<file path="src/rtl/reset_seq_ctrl_pkg.sv">
// Shared types and sizing helpers for the reset sequencer.
package reset_seq_ctrl_pkg;

  typedef enum logic [1:0] {
    ST_IDLE,
    ST_ASSERT,
    ST_RELEASE,
    ST_ACK
  } state_e;

  localparam int unsigned DEF_N_REQ = 4;

  // Power-on is reported one bit above the highest requester.
  function automatic int unsigned power_on_cause_idx(input int unsigned n_req);
    return n_req;
  endfunction

  localparam int unsigned POWER_ON_CAUSE_IDX = power_on_cause_idx(DEF_N_REQ);

  function automatic int unsigned clog2_min1(input int unsigned v);
    return (v <= 2) ? 1 : $clog2(v);
  endfunction

  function automatic int unsigned max_u(input int unsigned a, input int unsigned b);
    return (a > b) ? a : b;
  endfunction

endpackage

</file>
<file path="src/rtl/reset_seq_ctrl_req.sv">
// Request edge detection, masking and pending-cause accumulation.
module reset_seq_ctrl_req
  import reset_seq_ctrl_pkg::*;
#(
  parameter int unsigned N_REQ = 4
) (
  input  logic             clk,
  input  logic             reset_n,
  input  logic [N_REQ-1:0] req_i,
  input  logic [N_REQ-1:0] req_mask_i,
  input  logic             clear_i,
  input  logic             merge_en_i,
  output logic             edge_any_o,
  output logic [N_REQ:0]   pending_o
);

  localparam int unsigned   PON_IDX  = power_on_cause_idx(N_REQ);
  localparam logic [N_REQ:0] PON_MASK = (N_REQ+1)'(1) << PON_IDX;

  logic [N_REQ-1:0] req_q;
  logic [N_REQ-1:0] edge_w;
  logic [N_REQ:0]   pending_q;
  logic [N_REQ:0]   pending_d;

  // req_q tracks the raw line, so a bit masked at its rising edge is never seen later.
  assign edge_w     = req_i & ~req_q & ~req_mask_i;
  assign edge_any_o = |edge_w;
  assign pending_o  = pending_q;

  always_comb begin
    pending_d = pending_q;
    if (clear_i) begin
      pending_d = {1'b0, edge_w};
    end else if (merge_en_i) begin
      pending_d = pending_q | {1'b0, edge_w};
    end
  end

  always_ff @(posedge clk) begin
    if (!reset_n) begin
      req_q     <= '0;
      pending_q <= PON_MASK;
    end else begin
      req_q     <= req_i;
      pending_q <= pending_d;
    end
  end

endmodule

</file>
<file path="src/rtl/reset_seq_ctrl.sv">
// Reset sequencer: arbitrates reset requests, holds all domains in reset,
// releases them in index order and acknowledges the served requesters.
module reset_seq_ctrl
  import reset_seq_ctrl_pkg::*;
#(
  parameter int unsigned N_REQ         = 4,
  parameter int unsigned N_DOMAINS     = 3,
  parameter int unsigned ASSERT_CYCLES = 16,
  parameter int unsigned STAGE_GAP     = 8
) (
  input  logic                 clk,
  input  logic                 reset_n,
  input  logic [N_REQ-1:0]     req_i,
  input  logic [N_REQ-1:0]     req_mask_i,
  output logic [N_DOMAINS-1:0] domain_reset_n_o,
  output logic [N_DOMAINS-1:0] domain_reset_o,
  output logic                 busy_o,
  output logic [N_REQ-1:0]     ack_o,
  output logic [N_REQ:0]       last_cause_o
);

  localparam int unsigned CNT_W = clog2_min1(max_u(ASSERT_CYCLES, STAGE_GAP));
  localparam int unsigned STG_W = clog2_min1(N_DOMAINS);

  state_e               state_q, state_d;
  logic [CNT_W-1:0]     cnt_q, cnt_d;
  logic [STG_W-1:0]     stage_q, stage_d;
  logic [N_DOMAINS-1:0] dom_q, dom_d;
  logic                 busy_q, busy_d;
  logic [N_REQ-1:0]     ack_q, ack_d;
  logic [N_REQ:0]       last_cause_q;
  logic                 edge_any;
  logic [N_REQ:0]       pending;

  reset_seq_ctrl_req #(.N_REQ(N_REQ)) u_req (
    .clk        (clk),
    .reset_n    (reset_n),
    .req_i      (req_i),
    .req_mask_i (req_mask_i),
    .clear_i    (state_q == ST_ACK),
    .merge_en_i (state_q != ST_ACK),
    .edge_any_o (edge_any),
    .pending_o  (pending)
  );

  always_comb begin
    state_d = state_q;
    cnt_d   = cnt_q;
    stage_d = stage_q;
    dom_d   = dom_q;
    case (state_q)
      ST_IDLE: begin
        if (edge_any) begin
          state_d = ST_ASSERT;
          cnt_d   = '0;
          dom_d   = '0;
        end
      end
      ST_ASSERT: begin
        dom_d = '0;
        if (cnt_q == CNT_W'(ASSERT_CYCLES - 1)) begin
          state_d = ST_RELEASE;
          cnt_d   = '0;
          stage_d = '0;
          dom_d   = N_DOMAINS'(1);
        end else begin
          cnt_d = cnt_q + 1'b1;
        end
      end
      ST_RELEASE: begin
        // A new request aborts the release and restarts the full hold time.
        if (edge_any) begin
          state_d = ST_ASSERT;
          cnt_d   = '0;
          stage_d = '0;
          dom_d   = '0;
        end else if (cnt_q == CNT_W'(STAGE_GAP - 1)) begin
          cnt_d = '0;
          if (stage_q < STG_W'(N_DOMAINS - 1)) begin
            stage_d = stage_q + 1'b1;
            dom_d   = dom_q | (N_DOMAINS'(1) << (stage_q + 1'b1));
          end else begin
            state_d = ST_ACK;
            stage_d = '0;
          end
        end else begin
          cnt_d = cnt_q + 1'b1;
        end
      end
      ST_ACK: begin
        cnt_d   = '0;
        stage_d = '0;
        if (edge_any) begin
          state_d = ST_ASSERT;
          dom_d   = '0;
        end else begin
          state_d = ST_IDLE;
        end
      end
      default: begin
        state_d = ST_ASSERT;
        cnt_d   = '0;
        stage_d = '0;
        dom_d   = '0;
      end
    endcase
    busy_d = (state_d != ST_IDLE);
    ack_d  = (state_d == ST_ACK) ? pending[N_REQ-1:0] : '0;
  end

  always_ff @(posedge clk) begin
    if (!reset_n) begin
      state_q      <= ST_ASSERT;
      cnt_q        <= '0;
      stage_q      <= '0;
      dom_q        <= '0;
      busy_q       <= 1'b1;
      ack_q        <= '0;
      last_cause_q <= '0;
    end else begin
      state_q <= state_d;
      cnt_q   <= cnt_d;
      stage_q <= stage_d;
      dom_q   <= dom_d;
      busy_q  <= busy_d;
      ack_q   <= ack_d;
      if (state_q == ST_ACK) begin
        last_cause_q <= pending;
      end
    end
  end

  assign domain_reset_n_o = dom_q;
  assign domain_reset_o   = ~dom_q;
  assign busy_o           = busy_q;
  assign ack_o            = ack_q;
  assign last_cause_o     = last_cause_q;

endmodule
</file>
<file path="config.mk">
export PLATFORM = sky130hd
export DESIGN_NAME = reset_seq_ctrl
export DESIGN_NICKNAME = d
export VERILOG_FILES = /design/src/rtl/reset_seq_ctrl_pkg.sv /design/src/rtl/reset_seq_ctrl_req.sv /design/src/rtl/reset_seq_ctrl.sv
export SDC_FILE = /design/constraint.sdc
export NUM_CORES = 1
export LEC_CHECK = 0
export ABC_CLOCK_PERIOD_IN_PS = 2600
export CORE_AREA = 2 2 55 57
export DETAILED_ROUTE_END_ITERATION = 16
export DIE_AREA = 0 0 57 59
export PLACE_DENSITY_LB_ADDON = 0.15
export RECOVER_POWER = 25
export SLEW_MARGIN = 20
export SYNTH_ARGS = -nofsm -noshare
export SYNTH_HDL_FRONTEND = slang
export SYNTH_SLANG_ARGS = --single-unit
</file>
<file path="constraint.sdc">
create_clock -name clk -period 2.6 [get_ports clk]
set_clock_uncertainty 0.2 [all_clocks]
set_input_delay 0.39 -clock clk [delete_from_list [all_inputs] [get_ports clk]]
set_output_delay 0.39 -clock clk [all_outputs]
set_load 0.05 [all_outputs]
</file>
==> results of run 1 <==
final cells by class:
cell class	count	area share (%)
tap	31	2.23
clock buffer	7	3.16
timing repair buffer	37	18.9
multi-input combinational	103	38.1
inverter	13	2.80
clock inverter	1	0.288
sequential	30	34.5
worst register-to-register path, cell delays in order, from the launching register on:
cell and delay, ns:
dfxtp_1 0.44, inv_1 0.13, ha_1 0.48, nand3_1 0.14, o21ai_0 0.22, buf_4 0.17
nand3_1 0.08, a31oi_1 0.22
report_power, final:
group          switching, W  internal, W
sequential        0.0000138     0.000479
combinational     0.0000802    0.0000707
clock              0.000157     0.000131
worst max path at each step:
stage | end | start | slack, ns
global route | cnt_q[3]$_SDFFE_PN0P_ | req_i[2] | 0.22
detailed placement | cnt_q[3]$_SDFFE_PN0P_ | req_i[2] | -0.05
global placement | ack_o[3]$_SDFF_PN0_ | req_i[3] | 0.09
finish | cnt_q[3]$_SDFFE_PN0P_ | req_i[3] | 0.29
floorplan | ack_o[0]$_SDFF_PN0_ | req_i[3] | 0.47
CTS | cnt_q[3]$_SDFFE_PN0P_ | req_i[2] | 0.31
state kept, by name, summed over array words and instances, names as in the netlist:
signal	flops
ack_o	4
u_req.pending_o	5
busy_o	1
state_q	2
domain_reset_n_o	3
last_cause_o	5
stage_q	2
cnt_q	4
u_req.req_q	4
per-layer routing:
metal	track usage, %	wire, µm	share of wire (%)
met2	36.0	1550	51
met1	23.0	1210	40
met4	9.30	52	1.7
met3	7.42	196	6.5
met5	0	0	0
kinds of logic after synthesis:
kind of cell / synth area share [%]
mux: 5.26
flops: 45.1
compound gates: 14.9
fa+ha+maj: 5.63
buf+inv: 5.16
simple gates: 23.9
metrics by stage:
step	hold slack (ns)	std cells
after floorplan	0.230	151
after global placement	0.244	214
after detailed placement	0.255	214
after CTS	0.269	222
after global routing	0.301	222
final	0.265	222
cell usage in the layout (no fill, tap or decap), types with 4 or more instances in the layout:
master           instances
nand2_1                 10
clkbuf_1                 4
clkdlybuf4s50_1         24
a31oi_1                  4
buf_4                    9
o21ai_0                  5
clkbuf_4                 5
nor2_1                  15
inv_1                   13
nor3b_1                  4
ha_1                     6
nor2b_1                  7
dfxtp_1                 30
nand3_1                 11
a21oi_1                  7
mux2i_1                  7
o21a_1                   4
==> impl_metrics.yaml, run 1 <==
outcome:
  status: "complete, no violations"
logic_synthesis:
  yosysWarnings: 0
  yosys-top-cells-area: "dfxtp_1 (45%), ha_1 (5.6%), mux2i_1 (5.3%)"
  async_flop_share_pct: 0
  ys_seq_elements: 30
  ys_types: 30
  synth.most_common_cell: "dfxtp_1"
  synth_area_um2: 1330
  synth_edf_count: 0
  synth_fp_nets: 167
  syn_inst: 151
  synthFlopType: "dfxtp_1"
  yosysTopAreaCellShare_pct: 45.1
  synthTopCellsByCount: "dfxtp_1 (30), nor2_1 (15), inv_1 (13)"
  yosysSeqAreaShare_pct: 45.1
  avgSynthCellArea_um2: 8.82
  synth_top_area_cell: "dfxtp_1"
drt:
  drc: 0
  wl_um: 3010
  via_count: 1217
  dr.pass1.iters: 4
  drt-vias-per-instance: 5.48
  drtAntennaViolNets: 0
  wire_per_inst_um: 13.5
  drtIter0Drc: 53
timing:
  final_max_slew_viol_count: 0
  worst_slack_ns: 0.286
  setup_violations: 0
  rsz0062_at_grt: "no"
  max_slew.worst_pin.slew_ns: 0.652
  period_share_pct: 89.0
  slew_headroom_pct: 56.4
  finalHoldViolCount: 0
  fin_crit_ns: 2.31
  max_freq_ghz: 0.432
  fin_tns_setup_ns: 0
power:
  vdd.ir_drop.worst_v: 0.000543
  cellLeakagePower_nw: 0.696
  report.power.total_w: 0.000931
  p_per_area_nw_per_um2: 535
setup_path:
  cp_data_required_time_ns: 2.65
  worstSetupStartpointType: "primary input"
  crit_fanout: 6
  r2r_start: "state_q[1]$_SDFF_PN0_"
  path_depth: 8
  crit_chain: "clkdlybuf4s50_1 -> nor3b_1 -> or4_1 -> buf_4 -> o21ai_0 -> buf_4 -> nand3_1 -> a31oi_1"
  crit_path_max_incr_delay_ns: 0.56
  crit_slowest_cell: "or4_1"
  ff2ff_path_depth: 7
  cp.buffers_inverters: 3
  critPathTopFamily: "simple AND/OR/NAND/NOR gates"
  endpoint_kind: "flop"
  cp.arrival_ns: 2.37
  r2r_end: "cnt_q[3]$_SDFFE_PN0P_"
  reg2reg_setup_slack_ns: 0.46
  path_class: "in -> reg"
  path_common_cell: "buf_4"
grt:
  grt_max_degree: 20
  antenna_found_initial: 0
  grt_pass1_vias: 1204
  grt_first_pass_wirelength_um: 5310
  grt_util_all_layers_pct: 20.8
  grt_overflow: 0
die:
  die_h_um: 59
  dieArea_um2: 3360
  core_um2: 2710
  num_io_pins: 26
  die_width_um: 57
  rows: 19
  initial_core_util_pct: 49.2
cts:
  clk_pin_slew_ns: 0.10
  clockRootBuffer: "clkbuf_4"
  cts_hold_buf: 0
  cts_tree: "built"
  post_cts_buffers: 0
  ctsLongestPathBuffers: 2
  post_cts_resized: 0
  cts.sinks: 30
  insertion_delay_ns: 0.33
  cts_buffers: 5
  cts_max_level: 2
job:
  maxCapViolations: 0
finish:
  areaGrowthSynthToFinish_pct: 30.6
  fin_area_um2: 1740
  final_nets: 206
  register_area_um2: 601
  drive_above_1_share_pct: 9.42
  multiInputGateArea_um2: 663
  fin_util_pct: 64.2
  fillerInstances: 249
  num_antenna_cells: 0
worst_hold_path:
  min_path_type: "reg -> reg"
  holdPathStages: 2
  hold_path_end: "ack_o[1]$_SDFF_PN0_"
  min_from: "u_req.pending_o[1]$_SDFF_PN0_"
place:
  port_buffers: 25
  place_hpwl_um: 2270
  place_ws_ns: -0.0544
  dpl-instance-area_um2: 1690
  gp_congestion: 0.889
Power figures use the tool's default switching activity.
==> inputs of run 2 (changes only) <==
==> constraint.sdc (replaced) <==
create_clock -name clk -period 2.6 [get_ports clk]
set_clock_uncertainty 0.2 [all_clocks]
set_input_delay 0.65 -clock clk [delete_from_list [all_inputs] [get_ports clk]]
set_output_delay 0.65 -clock clk [all_outputs]
set_load 0.05 [all_outputs]
==> run 2 against run 1 <==
Compared with the run above: first-iteration DRC count decreased by 26%; flip-flop and latch count unchanged; die area unchanged; critical path type unchanged.
==> impl_metrics.yaml, run 2 (synthesis results as in run 1) <==
die:
  num_io_pins: 26
  rows: 19
  core_um2: 2710
  dieArea_um2: 3360
  die_width_um: 57
  initial_core_util_pct: 49.2
  die_h_um: 59
setup_path:
  r2r_end: "ack_o[3]$_SDFF_PN0_"
  r2r_start: "cnt_q[0]$_SDFFE_PN0P_"
  cp.arrival_ns: 2.49
  endpoint_kind: "flop"
  cp_data_required_time_ns: 2.61
  crit_fanout: 4
  path_class: "in -> reg"
  ff2ff_path_depth: 6
  worstSetupStartpointType: "primary input"
  reg2reg_setup_slack_ns: 0.56
worst_hold_path:
  holdPathStages: 2
  min_path_type: "reg -> reg"
  hold_path_end: "ack_o[2]$_SDFF_PN0_"
  min_from: "u_req.pending_o[2]$_SDFF_PN0_"
finish:
  fin_area_um2: 1740
  mostFrequentLayoutCells: "dfxtp_1 (30), clkdlybuf4s50_1 (24), nor2_1 (15), inv_1 (13), nand3_1 (11)"
  drive_above_1_share_pct: 10.1
  num_antenna_cells: 0
  final_common_cell: "dfxtp_1"
  fillerInstances: 245
  final_nets: 205
  multiInputGateArea_um2: 669
  fin_util_pct: 64.1
  register_area_um2: 601
  areaGrowthSynthToFinish_pct: 30.4
job:
  maxCapViolations: 0
cts:
  cts_tree: "built"
  post_cts_buffers: 0
  insertion_delay_ns: 0.32
  cts_buffers: 5
  cts.sinks: 30
  cts_hold_buf: 0
  ctsLongestPathBuffers: 2
  cts_max_level: 2
  clockRootBuffer: "clkbuf_4"
  clk_pin_slew_ns: 0.09
place:
  place_hpwl_um: 2210
  dpl-instance-area_um2: 1680
  gp_congestion: 0.871
  port_buffers: 25
  place_ws_ns: -0.242
outcome:
  status: "complete, no violations"
power:
  p_sw_w: 0.000239
  seqPwrFrac_pct: 54.1
  p_per_area_nw_per_um2: 524
  vdd.ir_drop.worst_v: 0.000447
  switching_share_pct: 26.3
  power_frac_comb_pct: 16.8
  cellLeakagePower_nw: 0.691
  internal-power_w: 0.000672
  clockPowerShare_pct: 29.1
grt:
  grt_overflow: 0
  grt_util_all_layers_pct: 20.2
  grt_max_degree: 17
  grt_first_pass_wirelength_um: 5290
  antenna_found_initial: 0
  grt_pass1_vias: 1244
timing:
  final_max_slew_viol_count: 0
  max_freq_ghz: 0.403
  rsz0062_at_grt: "no"
  period_share_pct: 95.4
  finalHoldViolCount: 0
  slew_headroom_pct: 59.0
  fin_crit_ns: 2.48
  whs_ns: 0.258
  setup_violations: 0
  max_slew.worst_pin.slew_ns: 0.614
  worst_slack_ns: 0.120
drt:
  drtAntennaViolNets: 0
  wl_um: 2960
  via_count: 1218
  drt-vias-per-instance: 5.56
  wire_per_inst_um: 13.5
  drtIter0Drc: 39
  drc: 0
  dr.pass1.iters: 4
==> run 2: layout make-up <==
type	count	area share [%]
Inverter	13	2.81
Clock buffer	6	2.95
Multi-Input combinational cell	103	38.5
Sequential cell	30	34.6
Timing Repair Buffer	36	18.9
Tap cell	31	2.23
==> run 2: worst max-delay path by stage <==
stage | cells past startpoint | slack (ns) | startpoint | endpoint
finish | 6 | 0.12 | req_i[3] | ack_o[3]$_SDFF_PN0_
global route | 7 | 0.03 | req_i[3] | ack_o[0]$_SDFF_PN0_
CTS | 7 | 0.08 | req_i[2] | ack_o[3]$_SDFF_PN0_
detailed placement | 8 | -0.24 | req_i[0] | ack_o[3]$_SDFF_PN0_
global placement | 7 | -0.19 | req_i[2] | stage_q[1]$_SDFFE_PN0P_
floorplan | 6 | 0.21 | req_i[3] | ack_o[0]$_SDFF_PN0_
==> run 2: power by group through the flow <==
stage	logic, W	clock network (W)	registers (W)
6_report	0.000153	0.000265	0.000493
5_1_grt	0.000171	0.000295	0.000496
4_1_cts	0.000152	0.000271	0.000493
3_5_place_dp	0.000152	0	0.000503
3_3_place_gp	0.000146	0	0.000502
2_1_floorplan	0.0000863	0	0.000509
==> run 2: per-stage QoR <==
| stage | setup TNS, ns | cells | total power [W] |
|---|---|---|---|
| 2_1_floorplan | 0 | 151 | 0.000595 |
| 5_1_grt | 0 | 219 | 0.000962 |
| 6_report | 0 | 219 | 0.000911 |
| 4_1_cts | 0 | 219 | 0.000916 |
| 3_5_place_dp | -2.35 | 213 | 0.000655 |
| 3_3_place_gp | -1.82 | 213 | 0.000648 |
==> run 2: per-layer routing <==
metal / GRT usage, % / up-vias / share of wire, %
li1: - / 596 / -
met1: 22.1 / 557 / 41
met2: 35.5 / 54 / 50
met3: 6.99 / 11 / 7.0
met4: 8.97 / 0 / 2.0
met5: 0 / - / 0
==> run 2: worst max-delay path: stages <==
cell and delay, ns:
clkdlybuf4s50_1 0.41, nor3b_1 0.15, or4_1 0.56, a221o_1 0.40
o2111ai_2 0.26, nor2_1 0.07
==> run 2: repair_timing <==
item | 4_1_cts | 5_1_grt
gates resized for setup | 0 | 3
setup endpoints to repair | 0 | 9
hold endpoints to repair | 0 | 0
